`config.mk`:
```
export PLATFORM = sky130hd
export DESIGN_NAME = vx_wb_arbiter
export DESIGN_NICKNAME = d
export VERILOG_FILES = /design/src/rtl/vx_wb_arbiter_pkg.sv /design/src/rtl/vx_wb_arbiter_rr.sv /design/src/rtl/vx_wb_arbiter.sv
export SDC_FILE = /design/constraint.sdc
export NUM_CORES = 1
export LEC_CHECK = 0
export CORE_AREA = 4 4 383 385
export CTS_CLUSTER_SIZE = 12
export DETAILED_ROUTE_END_ITERATION = 16
export DIE_AREA = 0 0 387 389
export HOLD_SLACK_MARGIN = 0.12
export SKIP_CTS_REPAIR_TIMING = 1
export SYNTH_ARGS = -nofsm -noshare
export SYNTH_HDL_FRONTEND = slang
export SYNTH_HIERARCHICAL = 1
export SYNTH_SLANG_ARGS = --single-unit
```
`constraint.sdc`:
```
create_clock -name clk -period 9.6 [get_ports clk]
set_input_delay 1.44 -clock clk [delete_from_list [all_inputs] [get_ports clk]]
set_output_delay 1.44 -clock clk [all_outputs]
set_load 0.01 [all_outputs]
```
`src/rtl/vx_wb_arbiter_pkg.sv`:
```
// Shared types for the per-issue-slot writeback arbiter: commit/writeback beats,
// arbiter FSM states and small index helpers.
package vx_wb_arbiter_pkg;

  localparam int XLEN        = 32;
  localparam int NR_BITS     = 5;
  localparam int UUID_W      = 16;
  localparam int THREAD_CNT  = 4;
  localparam int WARP_CNT    = 8;
  localparam int ISSUE_CNT   = (WARP_CNT < 4) ? WARP_CNT : 4;
  localparam int ISSUE_WIS_W = ((WARP_CNT / ISSUE_CNT) > 1) ? $clog2(WARP_CNT / ISSUE_CNT) : 1;

  typedef enum logic {
    IDLE   = 1'b0,
    LOCKED = 1'b1
  } wb_state_e;

  typedef struct packed {
    logic [UUID_W-1:0]                  uuid;
    logic [ISSUE_WIS_W-1:0]             wis;
    logic [THREAD_CNT-1:0]              tmask;
    logic [XLEN-1:0]                    pc;
    logic                               wb;
    logic [NR_BITS-1:0]                 rd;
    logic [THREAD_CNT-1:0][XLEN-1:0]    data;
    logic                               sop;
    logic                               eop;
  } commit_t;

  typedef struct packed {
    logic [UUID_W-1:0]                  uuid;
    logic [ISSUE_WIS_W-1:0]             wis;
    logic [THREAD_CNT-1:0]              tmask;
    logic [XLEN-1:0]                    pc;
    logic [NR_BITS-1:0]                 rd;
    logic [THREAD_CNT-1:0][XLEN-1:0]    data;
    logic                               sop;
    logic                               eop;
  } writeback_t;

  localparam int COMMIT_W = $bits(commit_t);
  localparam int WB_W     = $bits(writeback_t);

  function automatic int wrap_add(input int a, input int b, input int n);
    int s;
    s = a + b;
    return (s >= n) ? (s - n) : s;
  endfunction

  function automatic int next_idx(input int idx, input int n);
    return wrap_add(idx, 1, n);
  endfunction

endpackage

```
`src/rtl/vx_wb_arbiter_rr.sv`:
```
// Round-robin arbiter with a packet lock: once a multi-beat packet starts, the
// owning requester keeps the grant until it signals unlock.
module vx_wb_arbiter_rr
  import vx_wb_arbiter_pkg::*;
#(
  parameter int NUM_SRC = 4,
  parameter int IDX_W   = (NUM_SRC > 1) ? $clog2(NUM_SRC) : 1
) (
  input  logic               clk,
  input  logic               reset,
  input  logic [NUM_SRC-1:0] req,
  input  logic               lock,
  input  logic               unlock,
  output logic [NUM_SRC-1:0] grant_onehot,
  output logic [IDX_W-1:0]   grant_idx,
  output logic               grant_valid,
  output logic               locked
);

  wb_state_e        state_q, state_d;
  logic [IDX_W-1:0] rr_ptr_q, rr_ptr_d;
  logic [IDX_W-1:0] lock_idx_q, lock_idx_d;
  logic [IDX_W-1:0] scan_idx;
  logic             scan_hit;

  assign locked = (state_q == LOCKED);

  // Walk offsets from the far end down so the requester closest to rr_ptr wins.
  always_comb begin
    scan_idx = rr_ptr_q;
    scan_hit = 1'b0;
    for (int i = NUM_SRC - 1; i >= 0; i--) begin
      if (req[IDX_W'(wrap_add(int'(rr_ptr_q), i, NUM_SRC))]) begin
        scan_idx = IDX_W'(wrap_add(int'(rr_ptr_q), i, NUM_SRC));
        scan_hit = 1'b1;
      end
    end
  end

  always_comb begin
    grant_idx    = locked ? lock_idx_q : scan_idx;
    grant_valid  = locked | scan_hit;
    grant_onehot = '0;
    if (grant_valid) begin
      grant_onehot[grant_idx] = 1'b1;
    end
  end

  always_comb begin
    state_d    = state_q;
    rr_ptr_d   = rr_ptr_q;
    lock_idx_d = lock_idx_q;
    case (state_q)
      IDLE: begin
        if (lock) begin
          state_d    = LOCKED;
          lock_idx_d = grant_idx;
        end else if (unlock) begin
          rr_ptr_d = IDX_W'(next_idx(int'(grant_idx), NUM_SRC));
        end
      end
      LOCKED: begin
        if (unlock) begin
          state_d  = IDLE;
          rr_ptr_d = IDX_W'(next_idx(int'(lock_idx_q), NUM_SRC));
        end
      end
      default: state_d = IDLE;
    endcase
  end

  always_ff @(posedge clk or posedge reset) begin
    if (reset) begin
      state_q    <= IDLE;
      rr_ptr_q   <= '0;
      lock_idx_q <= '0;
    end else begin
      state_q    <= state_d;
      rr_ptr_q   <= rr_ptr_d;
      lock_idx_q <= lock_idx_d;
    end
  end

endmodule

```
`src/rtl/vx_wb_arbiter.sv`:
```
// Merges execute-unit commit streams into one registered GPR writeback stream,
// keeping multi-beat packets atomic and counting retired instructions.
module vx_wb_arbiter
  import vx_wb_arbiter_pkg::*;
#(
  parameter int NUM_SRC = 4,
  parameter int PERF_W  = 44
) (
  input  logic                        clk,
  input  logic                        reset,
  input  logic [NUM_SRC-1:0]          commit_valid,
  input  logic [NUM_SRC*COMMIT_W-1:0] commit_data,
  output logic [NUM_SRC-1:0]          commit_ready,
  output logic                        wb_valid,
  output logic [WB_W-1:0]             wb_data,
  output logic [PERF_W-1:0]           perf_commits
);

  localparam int IDX_W = (NUM_SRC > 1) ? $clog2(NUM_SRC) : 1;

  commit_t          beat [NUM_SRC];
  commit_t          sel;
  logic [IDX_W-1:0] grant_idx;
  logic             grant_valid;
  logic             locked;
  logic             accepted;

  logic              wb_valid_q, wb_valid_d;
  writeback_t        wb_data_q, wb_data_d;
  logic [PERF_W-1:0] perf_commits_q, perf_commits_d;

  generate
    for (genvar gi = 0; gi < NUM_SRC; gi++) begin : g_unpack
      assign beat[gi] = commit_data[gi*COMMIT_W +: COMMIT_W];
    end
  endgenerate

  assign sel      = beat[grant_idx];
  assign accepted = grant_valid & commit_valid[grant_idx];

  vx_wb_arbiter_rr #(
    .NUM_SRC (NUM_SRC)
  ) u_arb (
    .clk          (clk),
    .reset        (reset),
    .req          (commit_valid),
    .lock         (accepted & ~sel.eop),
    .unlock       (accepted & sel.eop),
    .grant_onehot (commit_ready),
    .grant_idx    (grant_idx),
    .grant_valid  (grant_valid),
    .locked       (locked)
  );

  // Non-writing beats are consumed but leave the output data register untouched.
  always_comb begin
    wb_valid_d     = accepted & sel.wb;
    wb_data_d      = wb_data_q;
    perf_commits_d = perf_commits_q + PERF_W'(accepted & sel.eop);
    if (wb_valid_d) begin
      wb_data_d.uuid  = sel.uuid;
      wb_data_d.wis   = sel.wis;
      wb_data_d.tmask = sel.tmask;
      wb_data_d.pc    = sel.pc;
      wb_data_d.rd    = sel.rd;
      wb_data_d.data  = sel.data;
      wb_data_d.sop   = sel.sop;
      wb_data_d.eop   = sel.eop;
    end
  end

  always_ff @(posedge clk or posedge reset) begin
    if (reset) begin
      wb_valid_q     <= 1'b0;
      wb_data_q      <= '0;
      perf_commits_q <= '0;
    end else begin
      wb_valid_q     <= wb_valid_d;
      wb_data_q      <= wb_data_d;
      perf_commits_q <= perf_commits_d;
    end
  end

  assign wb_valid     = wb_valid_q;
  assign wb_data      = wb_data_q;
  assign perf_commits = perf_commits_q;

`ifndef SYNTHESIS
  // A packet must open with sop outside a lock and never restart inside one.
  assert property (@(posedge clk) disable iff (reset) accepted |-> (sel.sop == !locked));

  generate
    for (genvar gi = 0; gi < NUM_SRC; gi++) begin : g_proto
      assert property (@(posedge clk) disable iff (reset)
        (commit_valid[gi] && !commit_ready[gi]) |=> commit_valid[gi]);
      assert property (@(posedge clk) disable iff (reset)
        (commit_valid[gi] && !commit_ready[gi]) |=> $stable(commit_data[gi*COMMIT_W +: COMMIT_W]));
    end
  endgenerate
`endif

endmodule

```
==> summary.txt <==
Outcome
  – Status: finished clean

Worst setup path
  – CP Data Required Time: 8.16 ns
  – Critical path startpoint category: primary input
  – Buffers and inverters on the worst path: 3
  – Critical Path Most Common Cell: clkdlybuf4s50_1
  – CP max stage cell: clkdlybuf4s50_1
  – Crit path kind: in -> out
  – R2R setup slack: 5.08 ns
  – CP Capture Type: output port
  – Worst path max stage delay: 0.56 ns
  – CP arrival: 4.38 ns
  – CP Cell Sequence: clkdlybuf4s50_1 > nor3b_1 > o22a_1 > o22ai_1 > o21ai_4 > buf_4 > ha_1 > nor2b_1 > clkdlybuf4s50_1
  – Crit Path Max Fanout: 24
  – Worst r2r src: u_arb/rr_ptr_q[1]
  – R2r endpoint: perf_commits[36]
  – Largest delay share family, worst path: buffers and inverters
  – Reg2Reg Depth: 13

Synth
  – Mapped Area: 14000 sq um
  – Syn nets: 1645
  – Post-synth cell types: 44
  – Yosys warning count: 6
  – Cells after synthesis: 877
  – Seq/Total Area, Yosys: 42.6%
  – Seq cells post-synth: 238
  – Syn Area/Cell: 16.0 sq um

GRT
  – Initial antenna violation count: 151
  – Number of global-route vias before repair: 14200
  – First-pass GRT wire length: 155 mm
  – GRT Total Usage: 15.7%
  – Pin count of the biggest net entering global routing: 121
  – GR Overflow Total: 0

Layout
  – Commonest cells after routing, fill and taps aside: clkdlybuf4s50_1, dfrtp_1, mux4_2
  – Fillers: 15500
  – Layout cells sized above 1: 18.6%
  – Commonest non-fill, non-tap cell in the layout: clkdlybuf4s50_1
  – Post-layout net count: 2630
  – P&R area growth vs syn: 96.4%

Hold path
  – Hold Crit Start: u_arb/lock_idx_q[1]
  – Hold crit path type: reg -> reg
  – WHS Path Cells: 2
  – Worst Hold Endpoint: u_arb/lock_idx_q[1]

Placement
  – Detail Placement HPWL: 109 mm
  – # port buffers: 998
  – RePlAce Congestion: 0.975

Clock network
  – TritonCTS clock tree: yes
  – CTS Sinks: 238
  – Root Buffer: clkbuf_16
  – Worst skew pair latency: 0.58 ns
  – CTS Buf Count: 37
  – Clock-pin slew on the worst setup and hold paths: 0.06 ns
  – H-Tree Depth: 2
  – Max Buffers Root-to-Sink: 3

Timing
  – Final Hold Fails: 0
  – Tightest Pin Transition: 0.960 ns
  – Slew Viols, Final: 0
  – Crit share post-route: 60.7%
  – RSZ-0062 raised after global routing: false
  – Final Setup Violations: 0
  – F_max: 172 MHz
  – Clk_skew: 0.0376 ns
  – Setup TNS: 0 ns
  – Relative slew slack: 36.0%
  – Final min period: 5.82 ns

Die
  – Core box area: 143000 sq um
  – Initial core utilization: 9.78%
  – Ports: 999
  – Die X-Extent: 387 microns
  – Die Ht: 389 microns
  – Die ar.: 151000 sq um
  – Num rows: 139

Power and ir drop
  – Static leakage: 0.00987 uW
  – Int Pwr: 4850 uW
  – Switch share: 39.3%
  – Clk network pwr share: 17.8%
  – Worst vdd ir: 0.156 mV
  – Final Total Pwr: 7990 uW
  – Psw: 3140 uW
  – Comb pwr share: 60.1%
  – Sequential share of power: 22.1%
  – Pwr per Cell Area: 291 nW/um^2

Routing
  – Detailed-route wire length per cell: 32.2 microns
  – Routed Antenna Nets: 0
  – Via-to-Cell Ratio: 3.63
  – Drt pass-1 iters: 7
  – WL final: 123 mm
  – DRT iter0 DRCs: 1113
  – Via count: 13900
  – DRC Markers: 0

Run
  – Maximum Capacitance Violations: 0
[power by group through the flow]
stage	Combinational [uW]	Clock [uW]	Sequential [uW]
finish	4800	1420	1770
detailed placement	4870	0	1780
CTS	4900	1490	1760
floorplan	2390	0	1900
global route	5050	1510	1820
global placement	4850	0	1770
[synthesized netlist by cell type (all sizes together)]
library cell	number	area, sq um
dfrtp	238	5960
mux4	190	4280
mux2	188	2120
buf	43	288
clkbuf	24	91.3
nand2	24	90.1
xnor2	23	201
xor2	19	166
nand3	16	85.1
nand4	15	106
inv	11	41.3
and3	10	62.6
nor2	10	40.0
nor4	10	68.8
nor3	9	45.0
and4	6	52.6
ha	6	75.1
nor2b	6	37.5
a21oi	5	25.0
o21ai	5	25.0
and2	3	18.8
or4	3	22.5
a31o	2	17.5
o21a	2	15.0
a2bb2oi	1	8.76
a32o	1	10.0
nand2b	1	6.26
nor3b	1	7.51
o221ai	1	8.76
o22a	1	8.76
o22ai	1	6.26
or2	1	6.26
or3	1	6.26
[registers in the layout, summed over array words and instances (netlist names)]
signal            count
perf_commits         44
u_arb/lock_idx_q      2
u_arb/locked          1
u_arb/rr_ptr_q        2
wb_data             188
wb_valid              1
[stage by stage]
step | utilization, % | instances | hold slack [ns] | worst slack (ns) | instance area [sq um]
after floorplan | - | 877 | 0.450 | 1.77 | 14000
after detailed placement | 18.3 | 3726 | 0.480 | 3.49 | 26200
after CTS | 19.1 | 3793 | 0.494 | 3.81 | 27400
after global placement | 18.3 | 3726 | 0.471 | 3.45 | 26200
after global routing | 19.1 | 3799 | 0.497 | 3.61 | 27400
final | 19.2 | 3832 | 0.489 | 3.78 | 27500
[kinds of logic after synthesis]
kind of cell	Yosys count	share of synthesized area (%)
adder cells (fa/ha/maj)	6	0.536
AND/OR/NAND/NOR	116	4.68
AO/OA/AOI/OAI	19	0.894
multiplexers	378	45.7
XOR/XNOR	42	2.63
flip-flops	238	42.6
buffers and inverters	78	3.00
[metal layers]
metal	share of wire [%]	global-route usage, %	wire (microns)
met1	35	17.1	43700
met2	48	26.7	59800
met3	13	8.20	15500
met4	3.0	3.93	3710
met5	0.49	0	608
[worst max path at each step]
stage | start | endpoint | slack (ns) | depth (start not counted)
final | commit_valid[0] | commit_ready[3] | 3.78 | 9
after global routing | commit_valid[0] | commit_ready[3] | 3.61 | 9
after CTS | commit_valid[0] | commit_ready[3] | 3.81 | 9
after detailed placement | commit_valid[0] | wb_data[70] | 3.49 | 10
after global placement | commit_valid[0] | wb_data[119] | 3.45 | 10
after floorplan | reset | perf_commits[0] | 1.77 | 1
[area by class of cell]
type | instances | area (sq um) | area share [%]
repair buffers | 1013 | 10100 | 36.8
multi-input cells | 561 | 7650 | 27.8
flip-flops and latches | 238 | 5960 | 21.7
well taps | 1903 | 2380 | 8.66
clock buffers | 55 | 1110 | 4.02
clock inverters | 12 | 131 | 0.478
diodes | 39 | 97.6 | 0.355
inverters | 11 | 48.8 | 0.178
[tightest hold or removal path, stage by stage, from the launching register on]
cell	delay, ns
dfrtp_1	0.34
nand2_1	0.05
o21ai_0	0.07
Power figures use the tool's default switching activity.
